File: src/rtl/endme_pkg.sv
// endme_pkg: shared loader defaults and state encoding.
package endme_pkg;
  localparam int INSTR_W_DEF = 9;
  localparam int ADDR_W_DEF = 8;
  typedef enum logic [2:0] {IDLE, LEN_LO, LEN_HI, INS_LO, INS_HI, DONE, ERR} ld_state_t;
endpackage

File: src/rtl/prog_loader.sv
// prog_loader: byte-stream program loader writing instruction memory, then releasing the processor.
module prog_loader import endme_pkg::*; #(
  parameter int INSTR_W = INSTR_W_DEF,
  parameter int ADDR_W = ADDR_W_DEF,
  parameter int DEPTH = 256
) (
  input  logic               CLK,
  input  logic               reset_ctrl,
  input  logic               load_start,
  input  logic               in_valid,
  input  logic [7:0]         in_data,
  output logic               in_ready,
  output logic               wr_en,
  output logic [ADDR_W-1:0]  wr_addr,
  output logic [INSTR_W-1:0] wr_data,
  output logic               proc_reset,
  output logic               load_done,
  output logic               load_err
);
  ld_state_t state_q, state_d;
  logic [ADDR_W-1:0] cnt_q, cnt_d, wr_addr_q, wr_addr_d;
  logic [15:0] len_q, len_d, len_full;
  logic [7:0] lo_q, lo_d;
  logic [INSTR_W-1:0] wr_data_q, wr_data_d;
  logic wr_en_q, wr_en_d, xfer, last;
  assign in_ready = state_q inside {LEN_LO, LEN_HI, INS_LO, INS_HI};
  assign xfer = in_valid && in_ready;
  assign len_full = {in_data, len_q[7:0]};
  assign last = 17'(cnt_q) + 17'd1 == {1'b0, len_q};
  assign wr_en = wr_en_q;
  assign wr_addr = wr_addr_q;
  assign wr_data = wr_data_q;
  assign proc_reset = state_q != DONE;
  assign load_done = state_q == DONE;
  assign load_err = state_q == ERR;
  always_comb begin
    state_d = state_q;
    cnt_d = cnt_q;
    len_d = len_q;
    lo_d = lo_q;
    wr_en_d = 1'b0;
    wr_addr_d = wr_addr_q;
    wr_data_d = wr_data_q;
    case (state_q)
      IDLE, DONE, ERR: if (load_start) begin
        state_d = LEN_LO;
        cnt_d = '0;
      end
      LEN_LO: if (xfer) begin
        len_d[7:0] = in_data;
        state_d = LEN_HI;
      end
      LEN_HI: if (xfer) begin
        len_d = len_full;
        state_d = len_full == 16'd0 ? DONE : {1'b0, len_full} > 17'(DEPTH) ? ERR : INS_LO;
      end
      INS_LO: if (xfer) begin
        lo_d = in_data;
        state_d = INS_HI;
      end
      INS_HI: if (xfer) begin
        if (|in_data[7:1]) state_d = ERR;
        else begin
          wr_en_d = 1'b1;
          wr_addr_d = cnt_q;
          wr_data_d = INSTR_W'({in_data[0], lo_q});
          cnt_d = cnt_q + 1'b1;
          state_d = last ? DONE : INS_LO;
        end
      end
      default: state_d = IDLE;
    endcase
  end
  always_ff @(posedge CLK) begin
    if (reset_ctrl) begin
      state_q <= IDLE;
      cnt_q <= '0;
      len_q <= '0;
      lo_q <= '0;
      wr_en_q <= 1'b0;
      wr_addr_q <= '0;
      wr_data_q <= '0;
    end else begin
      state_q <= state_d;
      cnt_q <= cnt_d;
      len_q <= len_d;
      lo_q <= lo_d;
      wr_en_q <= wr_en_d;
      wr_addr_q <= wr_addr_d;
      wr_data_q <= wr_data_d;
    end
  end
endmodule

File: config.mk
export PLATFORM = sky130hd
export DESIGN_NAME = prog_loader
export DESIGN_NICKNAME = d
export VERILOG_FILES = /design/src/rtl/endme_pkg.sv /design/src/rtl/prog_loader.sv
export SDC_FILE = /design/constraint.sdc
export NUM_CORES = 1
export LEC_CHECK = 0
export CAP_MARGIN = 15
export CELL_PAD_IN_SITES_DETAIL_PLACEMENT = 1
export CELL_PAD_IN_SITES_GLOBAL_PLACEMENT = 1
export CORE_MARGIN = 2
export CORE_UTILIZATION = 40
export DETAILED_ROUTE_END_ITERATION = 12
export PLACE_DENSITY = 0.76
export SYNTH_ARGS = -nofsm -noshare
export SYNTH_HDL_FRONTEND = slang
export SYNTH_SLANG_ARGS = --single-unit
File: constraint.sdc
create_clock -name CLK -period 4.4 [get_ports CLK]
set_input_delay 0.66 -clock CLK [delete_from_list [all_inputs] [get_ports CLK]]
set_output_delay 0.66 -clock CLK [all_outputs]
set_load 0.01 [all_outputs]
=== Yosys cells after proc, flatten, opt, wreduce, memory -nomap -nowiden ===
Cells that the tools add are included.

* Register bits after elaboration: 53
* Output and inout bits: 22
* Word-level logic and storage cells: 60
* Input bits: 12

* Bitwise gates (word level): 4
* $lt $le $gt $ge: 1
* Add/subtract/negate cells: 2
* Equal/unequal tests: 14
* Reduce and logical (&&, ||, !) cells: 14
* Multiplexer cells: 17

{| class="wikitable"
|+ Operator list
! cell !! count
|-
| 2-to-1 mux 8 bit || 4
|-
| one-hot mux 8 bit (2 select lines) || 2
|-
| 2-to-1 mux 3 bit || 9
|-
| equality test 9 x 16 -> 1 bit || 1
|-
| greater-than comparator 16 x 9 -> 1 bit (second input constant) || 1
|-
| zero test 16 bit || 1
|-
| one-hot mux 3 bit (5 select lines) || 1
|-
| != test 2 bit (second input constant) || 6
|-
| adder 8 x 1 -> 9 bit (second input constant) || 1
|-
| equality test 3 bit (second input constant) || 3
|-
| adder 8 x 1 -> 8 bit (second input constant) || 1
|-
| OR reduction 7 bit || 1
|-
| equality test 3 x 2 -> 1 bit (second input constant) || 2
|-
| AND reduction 3 bit || 2
|-
| OR reduction 3 bit || 2
|-
| AND reduction 5 bit || 1
|-
| inverter 1 bit || 4
|-
| AND reduction 2 bit || 2
|-
| AND reduction 4 bit || 1
|-
| nonzero test 4 bit || 1
|-
| equality test 3 x 1 -> 1 bit (second input constant) || 1
|-
| zero test 3 bit || 1
|-
| != test 3 bit (second input constant) || 1
|-
| nonzero test 2 bit || 1
|-
| other kinds (2) || 2
|}

=== Longest topological paths before layout ===
Gate-level depths: netlist of run 1.

* Word-level depth: 6
* Gate-level depth with buffers: 7
* Gate-level depth less buffers: 7

=== Worst setup path after synthesis of run 1 ===
OpenSTA, ideal clock, no wires.

* Path type: input -> register
* Start: input port in_data[4]
* End: register state_q[1]
* Data required time: 4.285 ns
* Stages on the path: 7
* Setup slack: 2.208 ns
* Arrival: 2.077 ns
* Buffers on the path: 1
* Path through: or4_4 -> or2_1 -> buf_6 -> o211ai_1 -> a21bo_1 -> nand3_1 -> o21a_1

* Cells in the longest elaborated chain, start to end: 4
* Elaborated cells between the ends (all ways): 7
* Those cells by class: mux (5); reduce/logical (2)

{| class="wikitable"
|+ Ends and longest elaborated chain
! what !! line !! RTL
|-
| start: declaration || prog_loader.sv:11 || <nowiki>input logic [7:0] in_data,</nowiki>
|-
| zero test 16 bit or OR reduction 7 bit (tied branches) || prog_loader.sv:55, prog_loader.sv:62 ||
|-
| 2-to-1 mux 3 bit, on equally long branches || prog_loader.sv:55, prog_loader.sv:62 ||
|-
| 2-to-1 mux 3 bit, on equally long branches || prog_loader.sv:53, prog_loader.sv:61 ||
|-
| one-hot mux 3 bit (5 select lines) * || prog_loader.sv:44 || <nowiki>case (state_q)</nowiki>
|-
| end signal: assignment || prog_loader.sv:84 || <nowiki>state_q <= state_d;</nowiki>
|-
| end: declaration || prog_loader.sv:20 || <nowiki>ld_state_t state_q, state_d;</nowiki>
|}

Every way passes the cells marked *; elsewhere a longest branch is shown, timed or not. The select of a mux whose other input is x is not followed.
A chain may end at the register's enable or synchronous reset.

=== Worst setup path in the final report of run 1 ===
* Start: input port in_data[4]
* End: register cnt_q[3]

* Cells in the longest elaborated chain, start to end: 3

{| class="wikitable"
|+ Ends and longest elaborated chain
! what !! line !! RTL
|-
| OR reduction 7 bit || prog_loader.sv:62 || <nowiki>if (|in_data[7:1]) state_d = ERR;</nowiki>
|-
| != test 2 bit (no source line) || - ||
|-
| AND reduction 4 bit (no source line) || - ||
|-
| end signal: assignment || prog_loader.sv:85 || <nowiki>cnt_q <= cnt_d;</nowiki>
|-
| end: declaration || prog_loader.sv:21 || <nowiki>logic [ADDR_W-1:0] cnt_q, cnt_d, wr_addr_q, wr_addr_d;</nowiki>
|}

Every way passes these cells.

==> flow_summary.yaml, run 1 <==
power:
  totalPowerFinal_uw: 1130
  p_leak_uw: 0.000975
  cellPowerDensity_nw_per_um2: 391
  irDropWorstVdd_mv: 0.158
setup_path:
  end_kind: "flip-flop"
  path_cells: "clkdlybuf4s50_1, or4_4, or2_1, nor2_4, mux2i_2, o21ai_1, a21oi_1"
  crit_start: "in_data[4]"
  cpPeakStageDelay_ps: 570
  criticalPathCategory: "input port to flip-flop"
  cp_max_fo: 22
  critical_path_buf_inv_count: 1
  r2r-start: "state_q[2]$_SDFFE_PP0P_"
  critical_path_required_ps: 4550
  critPathLaunchType: "input port"
  cp_data_arrival_time_ps: 3120
  path_delay_family: "simple AND/OR/NAND/NOR gates"
  crit_path_top_delay_cell: "or4_4"
clocking:
  clk_transition_reported_paths_ps: 100
  clock_latency_ps: 310
  cts_root_buffer: "clkbuf_8"
  numClockSinks: 53
  ctsHoldBuffers: 0
  cts_buffer_depth: 2
  post_cts_resized: 0
  cts_tree: "yes"
  postCtsSetupBuffers: 0
  htreeDepth: 2
  cts_buffers: 5
yosys:
  yosys.area.top_type: "dfxtp_1"
  yosys-top-cells-area: "dfxtp_1 43%, nand2_1 14%, a21oi_1 11%, xnor2_1 2.8%, clkbuf_1 2.3%"
  postSynthCellCount: 322
  synth_edf_count: 0
  synth_area_um2: 2460
  synth_flop_cell: "dfxtp_1"
  synth_fp_nets: 335
  syn_area_per_cell_um2: 7.64
  yosys_register_bits: 53
  async_flop_share: 0
  synth.yosys.seq_area_share: 0.431
  netlist.area_leader.share: 0.431
  yosysUniqueCellTypes: 50
  yosys_warnings: 0
sta:
  clock_skew_ps: 10.9
  period_needed_ps: 2970
  finalMaxSlewViolations: 0
  max_slew.worst_pin.slew_ps: 966
  hold_viol: 0
  tns_ps: 0
  finalCritPeriodShare: 0.675
  max_freq_ghz: 0.337
  hold_ws_ps: 459
  relSlewSlack: 0.356
  setup-violations-final: 0
  rsz0062_at_grt: "false"
place:
  hpwl_um: 4760
  gp_routability_congestion: 0.764
  port_buffers: 33
detailed_routing:
  routed_wl_um: 6500
  routed-via-count: 2249
  firstDrtPassIters: 4
  drt_iter0_markers: 100
  ant_nets: 0
  via_per_inst: 5.39
  drcViolationCount: 0
  avgRoutedWirePerCell_um: 15.6
floorplan:
  coreArea_um2: 5920
  std_cell_rows: 28
  start_util: 0.415
  dieArea_um2: 6790
  die_y_um: 82.4
  die_w_um: 82.4
  io_pins: 34
global_route:
  grt_pass1_wl_um: 10600
  antenna_found_initial: 0
  grt_overflow: 0
  grt_pass1_vias: 2149
  grt_usage: 0.204
  grt_max_degree: 54
layout:
  mostFrequentLayoutCells: "89 x nand2_1, 55 x a21oi_1, 53 x dfxtp_1"
  multi_input_area_um2: 1280
  drive_gt1_frac: 0.0468
  num-fill-cells: 737
  regArea_um2: 1060
  final_common_cell: "nand2_1"
  synthToLayoutAreaGrowth_pct: 17.7
  fin_nets: 354
  num_antenna_cells: 0
hold_path:
  holdCritPathClass: "flip-flop to flip-flop"
  min_from: "len_q[10]$_SDFFE_PP0P_"
flow_run:
  maxCapViolations: 0
run_status:
  outcome: "finished clean"
==> where the power goes <==
part           total, µW  switching (µW)  internal, µW
registers            549            43.7           506
logic                251             147           104
clock network        332             161           171
total               1130             352           781
==> cell type report <==
| class | count | share of cell area |
|---|---|---|
| inverter | 3 | 0.00389 |
| tap | 75 | 0.0324 |
| clock buffer | 5 | 0.0238 |
| multi-input combinational | 244 | 0.443 |
| timing repair buffer | 34 | 0.115 |
| sequential | 53 | 0.367 |
| clock inverter | 3 | 0.0151 |
==> routing by layer <==
metal  vias up  GRT usage  wire (µm)  share of wire
met5         -          0          0              0
li1       1139          -          -              -
met3         4     0.0348        151          0.023
met2        28      0.345       3170           0.49
met1      1078      0.272       3140           0.48
met4         0     0.0450         42         0.0065
==> worst paths after layout <==
kind | depth (start not counted) | to | slack, ps
setup / recovery | 7 | cnt_q[3]$_SDFFE_PP0P_ | 1430
hold / removal | 2 | len_q[10]$_SDFFE_PP0P_ | 460
setup reg to reg | 5 | cnt_q[7]$_SDFFE_PP0P_ | 1640
hold reg to reg | 2 | len_q[10]$_SDFFE_PP0P_ | 460
==> worst register-to-register path: cells and delay by family, from the launching register on <==
| kind | cells | cell delay (ps) |
|---|---|---|
| and+or+nand+nor | 3 | 1620 |
| buffers and inverters | 1 | 280 |
| DFF | 1 | 650 |
| AOI/OAI and AO/OA | 1 | 150 |
==> metrics by stage <==
step | utilization | cell area [µm²] | cells | setup slack [ps]
after CTS | 0.489 | 2890 | 417 | 1430
after global placement | 0.470 | 2780 | 409 | 1200
after detailed placement | 0.470 | 2780 | 409 | 1110
after global routing | 0.489 | 2890 | 417 | 1270
after floorplan | - | 2460 | 322 | 2210
final | 0.489 | 2890 | 417 | 1430
==> cell families after synthesis <==
logic type | count (synthesis) | share of synthesized area
AOI/OAI and AO/OA | 81 | 0.183
xor gates and xnor gates | 11 | 0.0392
adders and majority gates | 1 | 0.00509
buffers and inverters | 25 | 0.0473
DFF | 53 | 0.431
muxes | 3 | 0.0137
and+or+nand+nor | 148 | 0.280
==> synthesized netlist by cell type, types with 3 or more instances <==
library cell	number
a21oi_1	55
a31oi_1	3
and3_1	7
buf_2	3
clkbuf_1	15
dfxtp_1	53
nand2_1	89
nand3_1	9
nand3b_1	3
nand4_1	4
nor2_1	11
nor3_1	3
nor4_1	3
o21ai_0	4
o21ai_1	6
or3_1	5
xnor2_1	8
xor2_1	3
==> flip-flops by register name, summed over array words and instances (netlist names) <==
register / cells
wr_en: 1
cnt_q: 8
wr_data: 9
len_q: 16
lo_q: 8
wr_addr: 8
state_q: 3
No activity file was read; power rests on OpenSTA's default activity.
==> run 2, diff against run 1 <==
CORE_UTILIZATION = 39   (was 40)
PLACE_DENSITY = 0.75   (was 0.76)
clock period = 2.9 ns   (was 4.4 ns; I/O delays follow)
==> run 2 against run 1 <==
  * Worst setup slack worse by 970 ps
  * Utilization down 0.48 points
  * Largest cell class unchanged
  * Via count up 2.0%
  * Critical path depth shrank 3
  * Cell count grew 1.2%
==> flow_summary.yaml, run 2 (synthesis results as in run 1) <==
run_status:
  outcome: "finished clean"
global_route:
  grt_pass1_vias: 2313
  antenna_found_initial: 0
  grt_usage: 0.199
  grt_pass1_wl_um: 11400
  grt_overflow: 0
  grt_max_degree: 35
layout:
  regMostFlops: "len_q"
  synthToLayoutAreaGrowth_pct: 18.6
  largest_reg_flops: 16
  mostFrequentLayoutCells: "89 x nand2_1, 55 x a21oi_1, 53 x dfxtp_1"
  fin_nets: 360
  layoutNonFillerInstCount: 422
  final_common_cell: "nand2_1"
  multi_input_area_um2: 1280
  num_antenna_cells: 0
  drive_gt1_frac: 0.0605
  fin_area_um2: 2920
  regArea_um2: 1060
  num-fill-cells: 752
  fin_util: 0.484
setup_path:
  crit_path_top_delay_cell: "dfxtp_1"
  cp_data_arrival_time_ps: 2010
  path_delay_family: "flip-flops"
  critical_path_required_ps: 2470
  critical_path_buf_inv_count: 2
  cpPeakStageDelay_ps: 670
  path_cells: "nand2b_1, or2_2, inv_1, clkdlybuf4s50_1"
  end_kind: "output pin"
  cp_max_fo: 16
  critPathLaunchType: "flip-flop"
  criticalPathCategory: "flip-flop to output pin"
power:
  p_seq_frac: 0.502
  pwr-share-clk: 0.262
  p_int_uw: 1120
  irDropWorstVdd_mv: 0.269
  p_sw_uw: 543
  cellPowerDensity_nw_per_um2: 571
  switching_share: 0.326
  p_comb_frac: 0.236
  p_leak_uw: 0.000990
flow_run:
  maxCapViolations: 0
detailed_routing:
  routed-via-count: 2295
  drcViolationCount: 0
  routed_wl_um: 6730
  ant_nets: 0
  via_per_inst: 5.44
  firstDrtPassIters: 4
  drt_iter0_markers: 92
  avgRoutedWirePerCell_um: 15.9
sta:
  relSlewSlack: 0.571
  tns_ps: 0
  rsz0062_at_grt: "false"
  clock_skew_ps: 5.86
  finalCritPeriodShare: 0.843
  max_freq_ghz: 0.409
  setup-violations-final: 0
  finalMaxSlewViolations: 0
  hold_viol: 0
  max_slew.worst_pin.slew_ps: 643
  period_needed_ps: 2440
clocking:
  numClockSinks: 53
  ctsHoldBuffers: 0
  cts_root_buffer: "clkbuf_8"
  postCtsSetupBuffers: 0
  clk_transition_reported_paths_ps: 90
  post_cts_resized: 0
  cts_buffers: 5
  cts_tree: "yes"
  clock_latency_ps: 310
  htreeDepth: 2
  cts_buffer_depth: 2
place:
  dp_cells: 415
  placed_area_um2: 2830
  port_buffers: 33
  hpwl_um: 4910
  gp_routability_congestion: 0.813
hold_path:
  holdCritPathClass: "flip-flop to flip-flop"
floorplan:
  coreArea_um2: 6030
  std_cell_rows: 28
  dieArea_um2: 6960
  die_w_um: 83.4
  io_pins: 34
  die_y_um: 83.4
  start_util: 0.408
-- run 2: changes by cell type in the layout (fill, tap and decap cells not counted) --
cell	previous run	this run
inv_6	1	0
clkinv_2	1	0
bufinv_16	1	0
clkbuf_8	5	6
buf_4	1	7
clkinvlp_4	0	1
-- run 2: cell type report --
| cell class | count | share of cell area |
|---|---|---|
| multi-input combinational | 244 | 0.440 |
| sequential | 53 | 0.364 |
| timing repair buffer | 40 | 0.130 |
| tap | 75 | 0.0322 |
| clock buffer | 6 | 0.0283 |
| inverter | 3 | 0.00386 |
| clock inverter | 1 | 0.00257 |
-- run 2: metrics by stage --
stage          power [µW]  hold WS, ps  setup slack (ps)
6_report             1670          456               455
5_1_grt              1750          482               312
4_1_cts              1680          461               439
3_5_place_dp         1250          448               261
3_3_place_gp         1240          442               317
2_1_floorplan        1110          432               933
-- run 2: worst reg2reg max path, cell delays in order (launching register included) --
cell and delay [ps]:
dfxtp_1 510, ha_1 290, and2_1 250, nand2_1 130
xnor2_1 150, a2111oi_0 350, o211ai_1 210, o21a_1 220
-- run 2: final timing paths --
check | start | end | slack, ps | depth (start not counted)
max | state_q[2]$_SDFFE_PP0P_ | load_done | 460 | 4
min | wr_data[3]$_SDFFE_PP0P_ | wr_data[3]$_SDFFE_PP0P_ | 460 | 2
max reg2reg | cnt_q[0]$_SDFFE_PP0P_ | state_q[1]$_SDFFE_PP0P_ | 700 | 7
min reg2reg | wr_data[3]$_SDFFE_PP0P_ | wr_data[3]$_SDFFE_PP0P_ | 460 | 2
-- run 2: power groups by stage --
stage | Combinational, µW | Clock (µW) | Sequential (µW)
global placement | 388 | 0 | 850
global route | 436 | 467 | 847
finish | 394 | 436 | 836
detailed placement | 395 | 0 | 854
CTS | 397 | 450 | 836
floorplan | 299 | 0 | 807
-- run 2: layer usage --
layer  up-vias  wire, µm  track usage  part of all wire
met5         -         0            0                 0
met4         0        82       0.0630             0.012
met2        37      3290        0.337              0.49
met3         8       153       0.0278             0.023
li1       1145         -            -                 -
met1      1105      3200        0.262              0.48
